--- config.mk ---
export PLATFORM = sky130hd
export DESIGN_NAME = entry_reg_bank_flat
export DESIGN_NICKNAME = d
export VERILOG_FILES = /design/src/rtl/entry_reg_pkg.sv /design/src/rtl/entry_reg_bank_if.sv /design/src/rtl/entry_reg_bank_rise_detect.sv /design/src/rtl/entry_reg_bank.sv /design/src/flat_wrapper.sv
export SDC_FILE = /design/constraint.sdc
export NUM_CORES = 1
export LEC_CHECK = 0
export ABC_CLOCK_PERIOD_IN_PS = 2300
export BUFFER_PORTS_ARGS = -buffer_cell sky130_fd_sc_hd__buf_2
export CORE_ASPECT_RATIO = 1.5
export CORE_MARGIN = 2
export CORE_UTILIZATION = 49
export CTS_CLUSTER_SIZE = 12
export DETAILED_ROUTE_END_ITERATION = 12
export PLACE_DENSITY = 0.78
export RECOVER_POWER = 100
export SYNTH_ARGS = -nofsm -noshare
export SYNTH_HDL_FRONTEND = slang
export SYNTH_SLANG_ARGS = --single-unit
--- constraint.sdc ---
create_clock -name clk -period 2.3 [get_ports clk]
set_clock_uncertainty 0.15 [all_clocks]
set_input_delay 0.46 -clock clk [delete_from_list [all_inputs] [get_ports clk]]
set_output_delay 0.46 -clock clk [all_outputs]
set_load 0.01 [all_outputs]
--- src/rtl/entry_reg_pkg.sv ---
// entry_reg_pkg -- shared constants and helpers for the entry register bank.
//   DEFAULT_WIDTH / DEFAULT_DEPTH : default digit width and slot count
//   ZERO_DIGIT                    : value held by an unwritten or cleared slot
//   count_width()                 : bits needed to hold a count of 0..depth
package entry_reg_pkg;

    localparam int DEFAULT_WIDTH = 4;
    localparam int DEFAULT_DEPTH = 4;

    localparam logic [DEFAULT_WIDTH-1:0] ZERO_DIGIT = '0;

    function automatic int count_width(input int depth);
        return $clog2(depth + 1);
    endfunction

endpackage

--- src/rtl/entry_reg_bank_if.sv ---
// entry_reg_bank_if -- digit entry bus between a keypad front end and the bank.
//   enable, rts, enter, din : driven by the master (rts is an active-low clear)
//   dout, count, full,
//   done, ovf               : driven by the bank (slave)
// Handshake: there is no valid/ready pair; enter is a level strobe and each
// low-to-high transition while enable is high is one capture request. The
// bank never back-pressures; a request while full is reported on ovf.
interface entry_reg_bank_if
    import entry_reg_pkg::*;
#(
    parameter int WIDTH = DEFAULT_WIDTH,
    parameter int DEPTH = DEFAULT_DEPTH
);

    localparam int CW = count_width(DEPTH);

    logic                   enable;
    logic                   rts;
    logic                   enter;
    logic [WIDTH-1:0]       din;
    logic [WIDTH*DEPTH-1:0] dout;
    logic [CW-1:0]          count;
    logic                   full;
    logic                   done;
    logic                   ovf;

    modport master (
        output enable, rts, enter, din,
        input  dout, count, full, done, ovf
    );

    modport slave (
        input  enable, rts, enter, din,
        output dout, count, full, done, ovf
    );

endinterface

--- src/rtl/entry_reg_bank_rise_detect.sv ---
// rise_detect -- falling-edge-clocked rising-edge detector for the enter strobe.
//   clk, rst : clock (state on falling edge), async active-high reset
//   enable   : qualifies the pulse only; the history register always tracks in
//   in       : level input
//   pulse    : combinational, high while in=1, previous sample=0 and enable=1
// The history register resets to 1 so a level held through reset is not seen
// as a fresh press.
module rise_detect (
    input  logic clk,
    input  logic rst,
    input  logic enable,
    input  logic in,
    output logic pulse
);

    logic in_q;

    always_ff @(negedge clk or posedge rst) begin
        if (rst) begin
            in_q <= 1'b1;
        end else begin
            in_q <= in;
        end
    end

    assign pulse = enable & in & ~in_q;

endmodule

--- src/rtl/entry_reg_bank.sv ---
// entry_reg_bank -- bank of DEPTH digit slots filled in arrival order.
//   clk  : clock, all state changes on the falling edge
//   rst  : asynchronous active-high reset
//   bus  : entry_reg_bank_if.slave (enable, rts, enter, din -> dout, count,
//          full, done, ovf)
// Optional feature: define ENTRY_REG_BANK_WRAP_EN to make a capture while full
// shift the oldest digit out and append the new one (done and ovf both pulse).
// Without it, a capture while full is dropped and only ovf pulses.
module entry_reg_bank
    import entry_reg_pkg::*;
#(
    parameter int WIDTH = DEFAULT_WIDTH,
    parameter int DEPTH = DEFAULT_DEPTH
) (
    input  logic            clk,
    input  logic            rst,
    entry_reg_bank_if.slave bus
);

    localparam int              CW         = count_width(DEPTH);
    localparam logic [CW-1:0]   FULL_COUNT = CW'(DEPTH);
    localparam logic [WIDTH-1:0] ZERO       = WIDTH'(ZERO_DIGIT);

    logic [WIDTH-1:0] slots [DEPTH];
    logic [CW-1:0]    count_r;
    logic             done_r;
    logic             ovf_r;
    logic             capture;
    logic             clear;
    logic             is_full;

    rise_detect u_rise_detect (
        .clk    (clk),
        .rst    (rst),
        .enable (bus.enable),
        .in     (bus.enter),
        .pulse  (capture)
    );

    // Clear outranks a coincident capture; with enable low neither fires,
    // which freezes the bank and lets done/ovf fall back to 0.
    assign clear   = bus.enable & ~bus.rts;
    assign is_full = (count_r == FULL_COUNT);

    always_ff @(negedge clk or posedge rst) begin
        if (rst) begin
            for (int i = 0; i < DEPTH; i++) begin
                slots[i] <= ZERO;
            end
            count_r <= '0;
            done_r  <= 1'b0;
            ovf_r   <= 1'b0;
        end else begin
            done_r <= 1'b0;
            ovf_r  <= 1'b0;
            if (clear) begin
                for (int i = 0; i < DEPTH; i++) begin
                    slots[i] <= ZERO;
                end
                count_r <= '0;
            end else if (capture) begin
                if (!is_full) begin
                    for (int i = 0; i < DEPTH; i++) begin
                        if (count_r == CW'(i)) begin
                            slots[i] <= bus.din;
                        end
                    end
                    count_r <= count_r + 1'b1;
                    done_r  <= (count_r == FULL_COUNT - 1'b1);
                end else begin
                    ovf_r <= 1'b1;
`ifdef ENTRY_REG_BANK_WRAP_EN
                    for (int i = 0; i < DEPTH - 1; i++) begin
                        slots[i] <= slots[i+1];
                    end
                    slots[DEPTH-1] <= bus.din;
                    done_r         <= 1'b1;
`else
                    done_r <= 1'b0;
`endif
                end
            end
        end
    end

    for (genvar g = 0; g < DEPTH; g++) begin : g_dout
        assign bus.dout[g*WIDTH +: WIDTH] = slots[g];
    end

    assign bus.count = count_r;
    assign bus.full  = is_full;
    assign bus.done  = done_r;
    assign bus.ovf   = ovf_r;

endmodule

--- src/flat_wrapper.sv ---
// flat-port wrapper written by rule: the top's interface ports become plain ports
module entry_reg_bank_flat import entry_reg_pkg::*;
#(
    parameter int WIDTH = DEFAULT_WIDTH,
    parameter int DEPTH = DEFAULT_DEPTH
)
  (clk, rst, bus_enable, bus_rts, bus_enter, bus_din, bus_dout, bus_count, bus_full, bus_done, bus_ovf);
  entry_reg_bank_if #(.WIDTH(WIDTH), .DEPTH(DEPTH)) bus_i ();
  input  logic clk;
  input  logic rst;
  input wire logic [$bits(bus_i.enable)-1:0] bus_enable;
  input wire logic [$bits(bus_i.rts)-1:0] bus_rts;
  input wire logic [$bits(bus_i.enter)-1:0] bus_enter;
  input wire logic [$bits(bus_i.din)-1:0] bus_din;
  output wire logic [$bits(bus_i.dout)-1:0] bus_dout;
  output wire logic [$bits(bus_i.count)-1:0] bus_count;
  output wire logic [$bits(bus_i.full)-1:0] bus_full;
  output wire logic [$bits(bus_i.done)-1:0] bus_done;
  output wire logic [$bits(bus_i.ovf)-1:0] bus_ovf;
  assign bus_i.enable = bus_enable;
  assign bus_i.rts = bus_rts;
  assign bus_i.enter = bus_enter;
  assign bus_i.din = bus_din;
  assign bus_dout = bus_i.dout;
  assign bus_count = bus_i.count;
  assign bus_full = bus_i.full;
  assign bus_done = bus_i.done;
  assign bus_ovf = bus_i.ovf;
  entry_reg_bank #(.WIDTH(WIDTH), .DEPTH(DEPTH)) u_core (.clk(clk), .rst(rst), .bus(bus_i));
endmodule
* Word-level counts from Yosys, hierarchy flattened *
Index checks and enable logic that the tools add are counted.

cells by class
  $add $sub $neg = 1
  equality and inequality tests = 5
  multiplexer cells = 16
  bitwise operators = 5
  reduce and logical (&&, ||, !) cells = 11

operator list
  operator                                               number
  2-to-1 mux 16 bit                                      3
  2-to-1 mux 4 bit                                       4
  AND reduction 3 bit                                    4
  nonzero test 2 bit                                     5
  2-to-1 mux 3 bit                                       3
  == test 3 x 2 -> 1 bit, second input constant          2
  2-to-1 mux 1 bit                                       6
  adder 3 x 1 -> 3 bit, second input constant            1
  AND 1 bit                                              3
  == test 3 x 1 -> 1 bit, second input constant          1
  == test 3 bit, second input constant                   1
  logical NOT 3 bit                                      1
  inequality test 2 x 1 -> 1 bit, second input constant  1
  inverter 1 bit                                         2
  AND reduction 2 bit                                    1

word-level totals
  bits in registers = 22
  bits of input ports = 9
  output and inout bits = 22
  logic and storage cells = 46

* Logic depth before layout (Yosys ltp) *
Gate-level depths: netlist (run 1).

  depth after elaboration = 5
  mapped depth = 7
  gate-level depth less buffers = 5

* Hierarchy *
From an unflattened synthesis (run 1), not the netlist that was laid out.

second synthesis, totals
  cell total of the unflattened synthesis = 89
  area total of the unflattened synthesis = 968.4 sq um

by module, submodules not included
  module          times used  cells each  area an instance (sq um)  sequential area each (sq um)
  entry_reg_bank  1           85          925.9                     525.5
  rise_detect     1           4           42.5                      26.3

==> flow_summary.toml, run 1 <==
[run_status]
status = "finished with violations"
failed_checks = "setup timing"

[sta]
drv_slew = 0
setup_slack_ns = -0.661
whs_ns = 0.339
slew_headroom = 0.722
rsz0062_at_grt = "yes"
finalSetupViolations = 38
hold_violations = 0
tightestPinTransition_ns = 0.416

[placement]
place_congestion = 0.679
place_hpwl_um = 1580
numPortBuffers = 30
place_inst = 153
place_area_mm2 = 0.00132

[layout]
fill_cells = 144
insertedDiodeCount = 0
regArea_um2 = 552
nets = 159
layout_common_cells = "buf_2, nand2_1, dfrtn_1"
final_common_cell = "buf_2"
synthToLayoutAreaGrowth_pct = 43.5
fin_area_mm2 = 0.00147
utilization = 0.736
drive_above_1_share = 0.465
fin_cells = 166
multi_input_area_um2 = 487

[route]
dr.pass1.iters = 4
final_antenna_net_count = 0
drtIter0Drc = 24
wl_um = 2290
via_per_inst = 4.99
drc = 0
wire_per_inst_um = 13.8
vias = 829

[cts]
cts_tree = "done"
cts.sinks = 22
cts-root-buf = "clkbuf_4"
clk_pin_slew_ns = 0.08
cts_buffers = 3
cts_buffer_depth = 2
h-tree-depth = 1
postCtsHoldBufs = 0
clk_latency_ns = 0.36

[worst_hold_path]
hp-class = "flip-flop to flip-flop"
holdPathStages = 2

[global_routing]
grt_usage = 0.194
antenna_found_initial = 0
grt_overflow_total = 0
grt_max_degree = 24
grt_pass1_wl_um = 3240
grt_pass1_vias = 748

[logic_synthesis]
ys_seq_area_frac = 0.537
synth_fp_nets = 107
syn_inst = 93
synth_top_cell_by_area = "dfrtn_1"
yosys-top-cells-area = "dfrtn_1, mux2i_1, nand2_1"
synth.distinct_cells = 20
ys_seq_elements = 22
synth_warnings = 0
yosysTopAreaCellShare = 0.512
avgSynthCellArea_um2 = 11.0
synthesis.area_mm2 = 0.00103

[critical_path]
crit_type = "flip-flop to output pin"
cp_max_fo = 2
arrival_ns = 2.35
startpoint_type = "flip-flop"
r2r_cells = 6
worst_setup_path_end_kind = "output pin"
required_ns = 1.69

[pwr]
ir_worst_vdd_mv = 0.382
leakage_uw = 0.000905
pwr-share-clk = 0.276
power.switching_uw = 201
seq_power_share = 0.531
p_per_area_mw_per_mm2 = 532
swShare = 0.256
pwr-share-comb = 0.193
intPower_uw = 583

[floorplanning]
die_h_um = 60.1
rows = 20
core_mm2 = 0.00200
pin_count = 31
dieArea_mm2 = 0.00249
die_w_um = 41.4
start_util = 0.513

[flow_run]
drv_cap = 0
[layout make-up]
cell class,instances,area share
Sequential cell,22,0.374
Clock buffer,4,0.0246
Inverter,4,0.0102
Multi-Input combinational cell,62,0.330
Clock inverter,1,0.00255
Timing Repair Buffer,51,0.239
Tap cell,22,0.0187
[state kept, by name, summed over array words and instances (netlist names)]
register / cells
u_core.bus.dout: 16
u_core.bus.count: 3
u_core.u_rise_detect.in_q: 1
u_core.bus.ovf: 1
u_core.bus.done: 1
[logic make-up (layout without fill, tap and decap cells)]
group	after synthesis	count (layout)	share of synthesized area
fa+ha+maj	5	5	0.0609
mux	16	16	0.156
compound gates	6	6	0.0390
flops	22	22	0.537
buf+inv	9	60	0.0475
simple gates	35	35	0.160
[layer usage]
metal  up-vias  wire length, µm  track usage
li1        412                -            -
met5         -                0            0
met3         5               89       0.0223
met1       386              895        0.227
met4         0               35       0.0829
met2        26             1270        0.337
[final timing paths]
check	from	endpoint	slack (ns)
min	u_core.bus.dout[4]	u_core.bus.dout[4]	0.34
min in group asynchronous	rst	u_core.bus.count[2]	0.94
min reg2reg	u_core.bus.dout[4]	u_core.bus.dout[4]	0.34
max in group asynchronous	rst	u_core.bus.dout[2]	0.37
max	u_core.bus.count[0]	bus_full	-0.66
max reg2reg	u_core.bus.count[0]	u_core.bus.dout[15]	0.33
[worst max-delay path: stages (launching register included)]
cell	delay, ns
dfrtn_1	0.44
inv_2	0.06
ha_4	0.16
and2_4	0.13
buf_6	0.11
[timing repair]
item,4_1_cts,5_1_grt
pin swaps,11,3
hold endpoints to repair,0,0
buffers inserted,7,7
gates resized for setup,12,7
cloned,0,0
endpoints found under the setup margin,42,42
[power by group through the flow]
stage	clock network, µW	registers, µW	logic (µW)
floorplan	5.44	432	56.1
global placement	5.44	421	123
detailed placement	5.44	422	126
CTS	216	415	147
global route	236	418	169
finish	216	416	152
[cells in the mapped netlist]
library cell,instances
mux2i_1,16
a21oi_1,1
nor2_1,2
buf_6,2
dfrtn_1,21
dfstp_2,1
clkbuf_1,2
nor2b_1,1
o31ai_1,2
o211ai_1,2
ha_1,5
nand2_1,26
or3_1,1
o21ai_0,1
nor4bb_1,1
and2_4,1
nand2b_1,1
or4b_4,1
nand3b_1,1
inv_1,5
[per-stage QoR]
stage / setup TNS (ns) / total power, µW / setup slack [ns]
3_3_place_gp: -9.66 / 550 / -0.502
3_5_place_dp: -10.01 / 553 / -0.526
6_report: -8.78 / 784 / -0.661
2_1_floorplan: -5.44 / 494 / -0.485
4_1_cts: -8.71 / 778 / -0.654
5_1_grt: -10.54 / 823 / -0.696
No activity file was read; power rests on OpenSTA's default activity.
==> run 2: changes to the inputs <==
--- a/config.mk
+++ b/config.mk
@@ -5,11 +5,12 @@
 export SDC_FILE = /design/constraint.sdc
 export NUM_CORES = 1
 export LEC_CHECK = 0
+export ABC_AREA = 1
 export ABC_CLOCK_PERIOD_IN_PS = 2300
 export BUFFER_PORTS_ARGS = -buffer_cell sky130_fd_sc_hd__buf_2
 export CORE_ASPECT_RATIO = 1.5
 export CORE_MARGIN = 2
-export CORE_UTILIZATION = 49
+export CORE_UTILIZATION = 50
 export CTS_CLUSTER_SIZE = 12
 export DETAILED_ROUTE_END_ITERATION = 12
 export PLACE_DENSITY = 0.78
==> run 2 against run 1 <==
Net effect:
- the run still ends with setup timing left
- count of clock-buffer cells in the layout unchanged
- power up 10%
- non-clock buffer count up 20
- register-to-register slack better by 0.14 ns
- sequential share of layout area down 5.7 points
- synthesized cell count up 41%
- final cell count up 36%
- largest cell class is now multi-input combinational cells
- largest power group unchanged
- highest routed layer unchanged
==> flow_summary.toml, run 2 <==
[route]
wire_per_inst_um = 12.9
drtIter0Drc = 27
dr.pass1.iters = 4
via_per_inst = 4.78
wl_um = 2910
final_antenna_net_count = 0
drc = 0
vias = 1081

[sta]
hold_violations = 0
setup_slack_ns = -0.650
rsz0062_at_grt = "yes"
finalSetupViolations = 41
whs_ns = 0.313
drv_slew = 0
slew_headroom = 0.734
tightestPinTransition_ns = 0.399

[layout]
fill_cells = 112
largest_reg_flops = 16
final_common_cell = "nand2_1"
insertedDiodeCount = 0
layout_common_cells = "nand2_1, buf_4, buf_2"
synthToLayoutAreaGrowth_pct = 60.2
drive_above_1_share = 0.520
utilization = 0.847
nets = 219

[cts]
cts_buffers = 3
cts.sinks = 22
cts_tree = "done"
cts_buffer_depth = 2
clk_latency_ns = 0.36
cts-root-buf = "clkbuf_4"
h-tree-depth = 1
clk_pin_slew_ns = 0.08

[global_routing]
grt_pass1_wl_um = 4710
antenna_found_initial = 0
grt_pass1_vias = 1097
grt_max_degree = 15
gr-usage-met2 = 0.464
grt_usage = 0.244
grt_use_met1 = 0.282
grtUsageMet3 = 0.0205
busiest_layer = "met2"
grt_overflow_total = 0

[pwr]
leakage_uw = 0.00109
power_uw = 863
ir_worst_vdd_mv = 0.300
p_per_area_mw_per_mm2 = 496

[critical_path]
cpPeakStageDelay_ns = 0.45
r2r_cells = 9
crit_type = "flip-flop to output pin"
r2r_end = "u_core.bus.dout[13]"
startpoint_type = "flip-flop"
cp_max_fo = 2
crit_chain = "inv_2, ha_4, nand2_4, inv_4, buf_6"
regToRegStartpoint = "u_core.bus.count[1]"
critPathSlowestCell = "dfrtn_1"
worst_setup_path_end_kind = "output pin"
r2r_slack_ns = 0.47
arrival_ns = 2.34
required_ns = 1.69

[floorplanning]
rows = 20
start_util = 0.529
die_h_um = 61.0
core_mm2 = 0.00205
pin_count = 31
dieArea_mm2 = 0.00257
die_w_um = 42.0

[flow_run]
drv_cap = 0

[logic_synthesis]
synth_warnings = 0
synth-async-reset-ratio = 1.00
synth_top_cell_by_area = "dfrtn_1"
yosys-top-cells-area = "dfrtn_1, nand2_1, nand3_1"
synthFlopType = "dfrtn_1"
yosysMostFrequentCell = "nand2_1"
ys_seq_area_frac = 0.509
ys_seq_elements = 22
synthesis.area_mm2 = 0.00108
synth_fp_nets = 145
synth.distinct_cells = 16
syn_inst = 131
avgSynthCellArea_um2 = 8.28
synth_edf_count = 0
yosysTopAreaCellShare = 0.484
ys_top_cells_by_count = "nand2_1, dfrtn_1, inv_1"

[placement]
numPortBuffers = 30
place_hpwl_um = 2100
place_congestion = 0.824

[run_status]
status = "finished with violations"
failed_checks = "setup timing"

[worst_hold_path]
hold_path_end = "u_core.bus.dout[4]"
hp-class = "flip-flop to flip-flop"
holdPathStages = 2
hold_start = "u_core.bus.dout[4]"
-- run 2: changes by cell type in the layout (fill, tap and decap cells not counted), sizes merged, moves of 3 or more --
cell	change
nand2	+24
buf	+17
nor2	+7
inv	+13
clkinv	+3
mux2i	-16
clkbuf	+3
nand3	+17
-- run 2: how the worst max path moves through the flow --
stage                             start  endpoint  slack [ns]
floorplan           u_core.bus.count[0]  bus_full       -0.34
global placement    u_core.bus.count[1]  bus_full       -0.30
detailed placement  u_core.bus.count[1]  bus_full       -0.34
CTS                 u_core.bus.count[1]  bus_full       -0.66
global route        u_core.bus.count[1]  bus_full       -0.70
finish              u_core.bus.count[1]  bus_full       -0.65
-- run 2: what timing repair did --
action,in CTS,in global routing
pin swaps,1,1
setup buffers,10,3
resized for setup,3,4
hold buffers,0,0
endpoints found under the setup margin,22,37
-- run 2: report_power, final --
part           switching (µW)  leakage (µW)  internal (µW)
Clock                     118     0.0000203           69.9
Sequential               13.4      0.000300            410
Combinational             131      0.000768            120
Total                     263       0.00109            600
-- run 2: cells by family after synthesis --
group | count (synthesis) | share of synthesized area
AOI/OAI and AO/OA | 2 | 0.00922
adders and majority gates | 5 | 0.0577
buffers and inverters | 23 | 0.0853
DFF | 22 | 0.509
and+or+nand+nor | 79 | 0.339
-- run 2: layout make-up --
| cell class | instances | area (µm²) | share of cell area |
|---|---|---|---|
| multi-input combinational | 86 | 561 | 0.323 |
| sequential | 22 | 552 | 0.317 |
| timing repair buffer | 71 | 474 | 0.273 |
| inverter | 20 | 93.8 | 0.0540 |
| tap | 22 | 27.5 | 0.0158 |
| clock buffer | 4 | 26.3 | 0.0151 |
| clock inverter | 1 | 3.75 | 0.00216 |
-- run 2: stage by stage --
| step | TNS [ns] | worst slack, ns | instance area [µm²] | std cells |
|---|---|---|---|---|
| 2_1_floorplan | -0.999 | -0.335 | 1230 | 131 |
| 3_3_place_gp | -5.88 | -0.296 | 1600 | 209 |
| 3_5_place_dp | -6.44 | -0.339 | 1600 | 209 |
| 4_1_cts | -7.79 | -0.659 | 1720 | 223 |
| 5_1_grt | -11.19 | -0.699 | 1740 | 226 |
| 6_report | -9.57 | -0.650 | 1740 | 226 |
-- run 2: worst max-delay path: cells and delay by family, from the launching register on --
family | cells | cell delay (ns)
simple gates | 1 | 0.07
buf+inv | 3 | 0.19
fa+ha+maj | 1 | 0.16
flops | 1 | 0.45
-- run 2: routing by layer --
layer  up-vias  part of all wire  wire length (µm)
li1        544                 -                 -
met1       503              0.41              1200
met2        26              0.53              1550
met3         8             0.030                87
met4         0             0.025                73
met5         -                 0                 0
==> run 3: changes to the inputs <==
--- a/config.mk
+++ b/config.mk
@@ -10,10 +10,11 @@
 export BUFFER_PORTS_ARGS = -buffer_cell sky130_fd_sc_hd__buf_2
 export CORE_ASPECT_RATIO = 1.5
 export CORE_MARGIN = 2
-export CORE_UTILIZATION = 50
+export CORE_UTILIZATION = 53
+export CTS_BUF_LIST = sky130_fd_sc_hd__clkbuf_8
 export CTS_CLUSTER_SIZE = 12
 export DETAILED_ROUTE_END_ITERATION = 12
-export PLACE_DENSITY = 0.78
+export PLACE_DENSITY = 0.82
 export RECOVER_POWER = 100
 export SYNTH_ARGS = -nofsm -noshare
 export SYNTH_HDL_FRONTEND = slang
==> run 3 against run 2 <==
Net effect:
- power increased by 28%
- largest cell class unchanged
- combinational power grew 20%
- global-route usage is 9.6 points higher
- routed wire length up 41%
- first-iteration DRC count is 67% higher
- sequential cell count unchanged
- clock power up 98%
- the run still ends with setup timing left
- worst hold slack better by 0.073 ns
==> flow_summary.toml, run 3 (same netlist as run 2, synthesis figures left out) <==
[sta]
whs_ns = 0.386
tightestPinTransition_ns = 0.421
slew_headroom = 0.719
hold_violations = 0
tns_ns = -10.09
drv_slew = 0
rsz0062_at_grt = "yes"
setup_slack_ns = -0.664
finalSetupViolations = 41

[cts]
cts_tree = "done"
cts_buffer_depth = 2
clk_pin_slew_ns = 0.06
h-tree-depth = 1
cts_buffers = 3
clk_latency_ns = 0.34
postCtsHoldBufs = 0
cts-root-buf = "clkbuf_8"
cts.sinks = 22

[critical_path]
cpPeakStageDelay_ns = 0.46
startpoint_type = "flip-flop"
critPathSlowestCell = "dfrtn_1"
crit_chain = "inv_2, ha_4, nand2_4, inv_4, buf_6"
crit_type = "flip-flop to output pin"
required_ns = 1.69
crit_buf_inv = 3
worst_setup_path_end_kind = "output pin"
arrival_ns = 2.35
cp_max_fo = 2
cpLargestDelayFamily = "flip-flops"

[pwr]
pwr-share-comb = 0.275
seq_power_share = 0.387
intPower_uw = 787
pwr-share-clk = 0.338
p_per_area_mw_per_mm2 = 601
swShare = 0.285
leakage_uw = 0.00114
ir_worst_vdd_mv = 0.544
power.switching_uw = 313

[global_routing]
grt_use_met1 = 0.343
grtUsageMet3 = 0.0602
antenna_found_initial = 0
grt_pass1_vias = 1241
gr-usage-met2 = 0.598
busiest_layer = "met2"
grt_max_degree = 15
grt_usage = 0.340
grt_overflow_total = 0
grt_pass1_wl_um = 5480

[layout]
insertedDiodeCount = 0
largest_reg_flops = 16
final_common_cell = "nand2_1"
nets = 222
fin_cells = 229
synthToLayoutAreaGrowth_pct = 68.7
layout_common_cells = "nand2_1, buf_4, buf_2"
drive_above_1_share = 0.546

[floorplanning]
die_w_um = 40.9
pin_count = 31
core_mm2 = 0.00198
die_h_um = 59.4
dieArea_mm2 = 0.00243
rows = 20
start_util = 0.549

[route]
drtIter0Drc = 45
wire_per_inst_um = 18.0
wl_um = 4120
dr.pass1.iters = 4
drc = 0
via_per_inst = 5.40
vias = 1236
final_antenna_net_count = 0

[placement]
place_congestion = 0.818
numPortBuffers = 30
place_inst = 212
place_hpwl_um = 2270

[run_status]
failed_checks = "setup timing"
status = "finished with violations"

[worst_hold_path]
hp-class = "flip-flop to flip-flop"

[flow_run]
drv_cap = 0
==> run 3: cell types whose count changed in the layout (fill, tap and decap cells not counted), moves of 2 or more <==
cell	delta
nor2_2	+2
nor2_1	-2
clkbuf_1	-2
clkbuf_4	-4
buf_6	+2
clkbuf_8	+3
buf_4	+2
==> run 3: power groups by stage <==
stage / Clock [µW] / Combinational (µW) / Sequential (µW)
2_1_floorplan: 5.44 / 106 / 445
6_report: 373 / 302 / 426
5_1_grt: 388 / 321 / 426
3_3_place_gp: 5.44 / 224 / 429
4_1_cts: 370 / 269 / 424
3_5_place_dp: 5.44 / 233 / 431
==> run 3: routing by layer <==
metal	part of all wire	vias up
met5	0	-
li1	-	557
met1	0.37	601
met2	0.55	58
met3	0.043	20
met4	0.039	0
==> run 3: tightest hold or removal path, stage by stage (launching register included) <==
cell and delay [ns]:
dfrtn_1 0.41, buf_4 0.11, nand3_2 0.06, nand2_1 0.05
==> run 3: worst paths after layout <==
check	from	to	slack, ns	depth (start not counted)
max in group asynchronous	rst	u_core.bus.dout[1]	0.45	3
setup reg to reg	u_core.bus.count[0]	u_core.bus.dout[14]	0.30	10
hold reg to reg	u_core.bus.dout[4]	u_core.bus.dout[4]	0.39	3
setup / recovery	u_core.bus.count[0]	bus_full	-0.66	5
min in group asynchronous	rst	u_core.u_rise_detect.in_q	1.19	2
hold / removal	u_core.bus.dout[4]	u_core.bus.dout[4]	0.39	3
==> run 3: area by class of cell <==
class,instances,area [µm²]
Clock buffer,3,41.3
Sequential cell,22,552
Fill cell,72,146
Clock inverter,2,33.8
Tap cell,22,27.5
Multi-Input combinational cell,86,574
Inverter,20,96.3
Timing Repair Buffer,74,505
==> run 3: timing repair <==
item	4_1_cts	5_1_grt
cloned	0	0
pin swaps	2	3
setup buffers	8	5
endpoints found under the setup margin	37	36
resized for setup	6	9
==> run 3: metrics by stage <==
stage / util / total power (µW) / area (µm²) / setup WS, ns
CTS: 0.901 / 1060 / 1780 / -0.601
floorplan: - / 556 / 1230 / -0.335
detailed placement: 0.823 / 669 / 1630 / -0.315
finish: 0.926 / 1100 / 1830 / -0.664
global placement: 0.823 / 659 / 1630 / -0.295
global route: 0.926 / 1140 / 1830 / -0.652
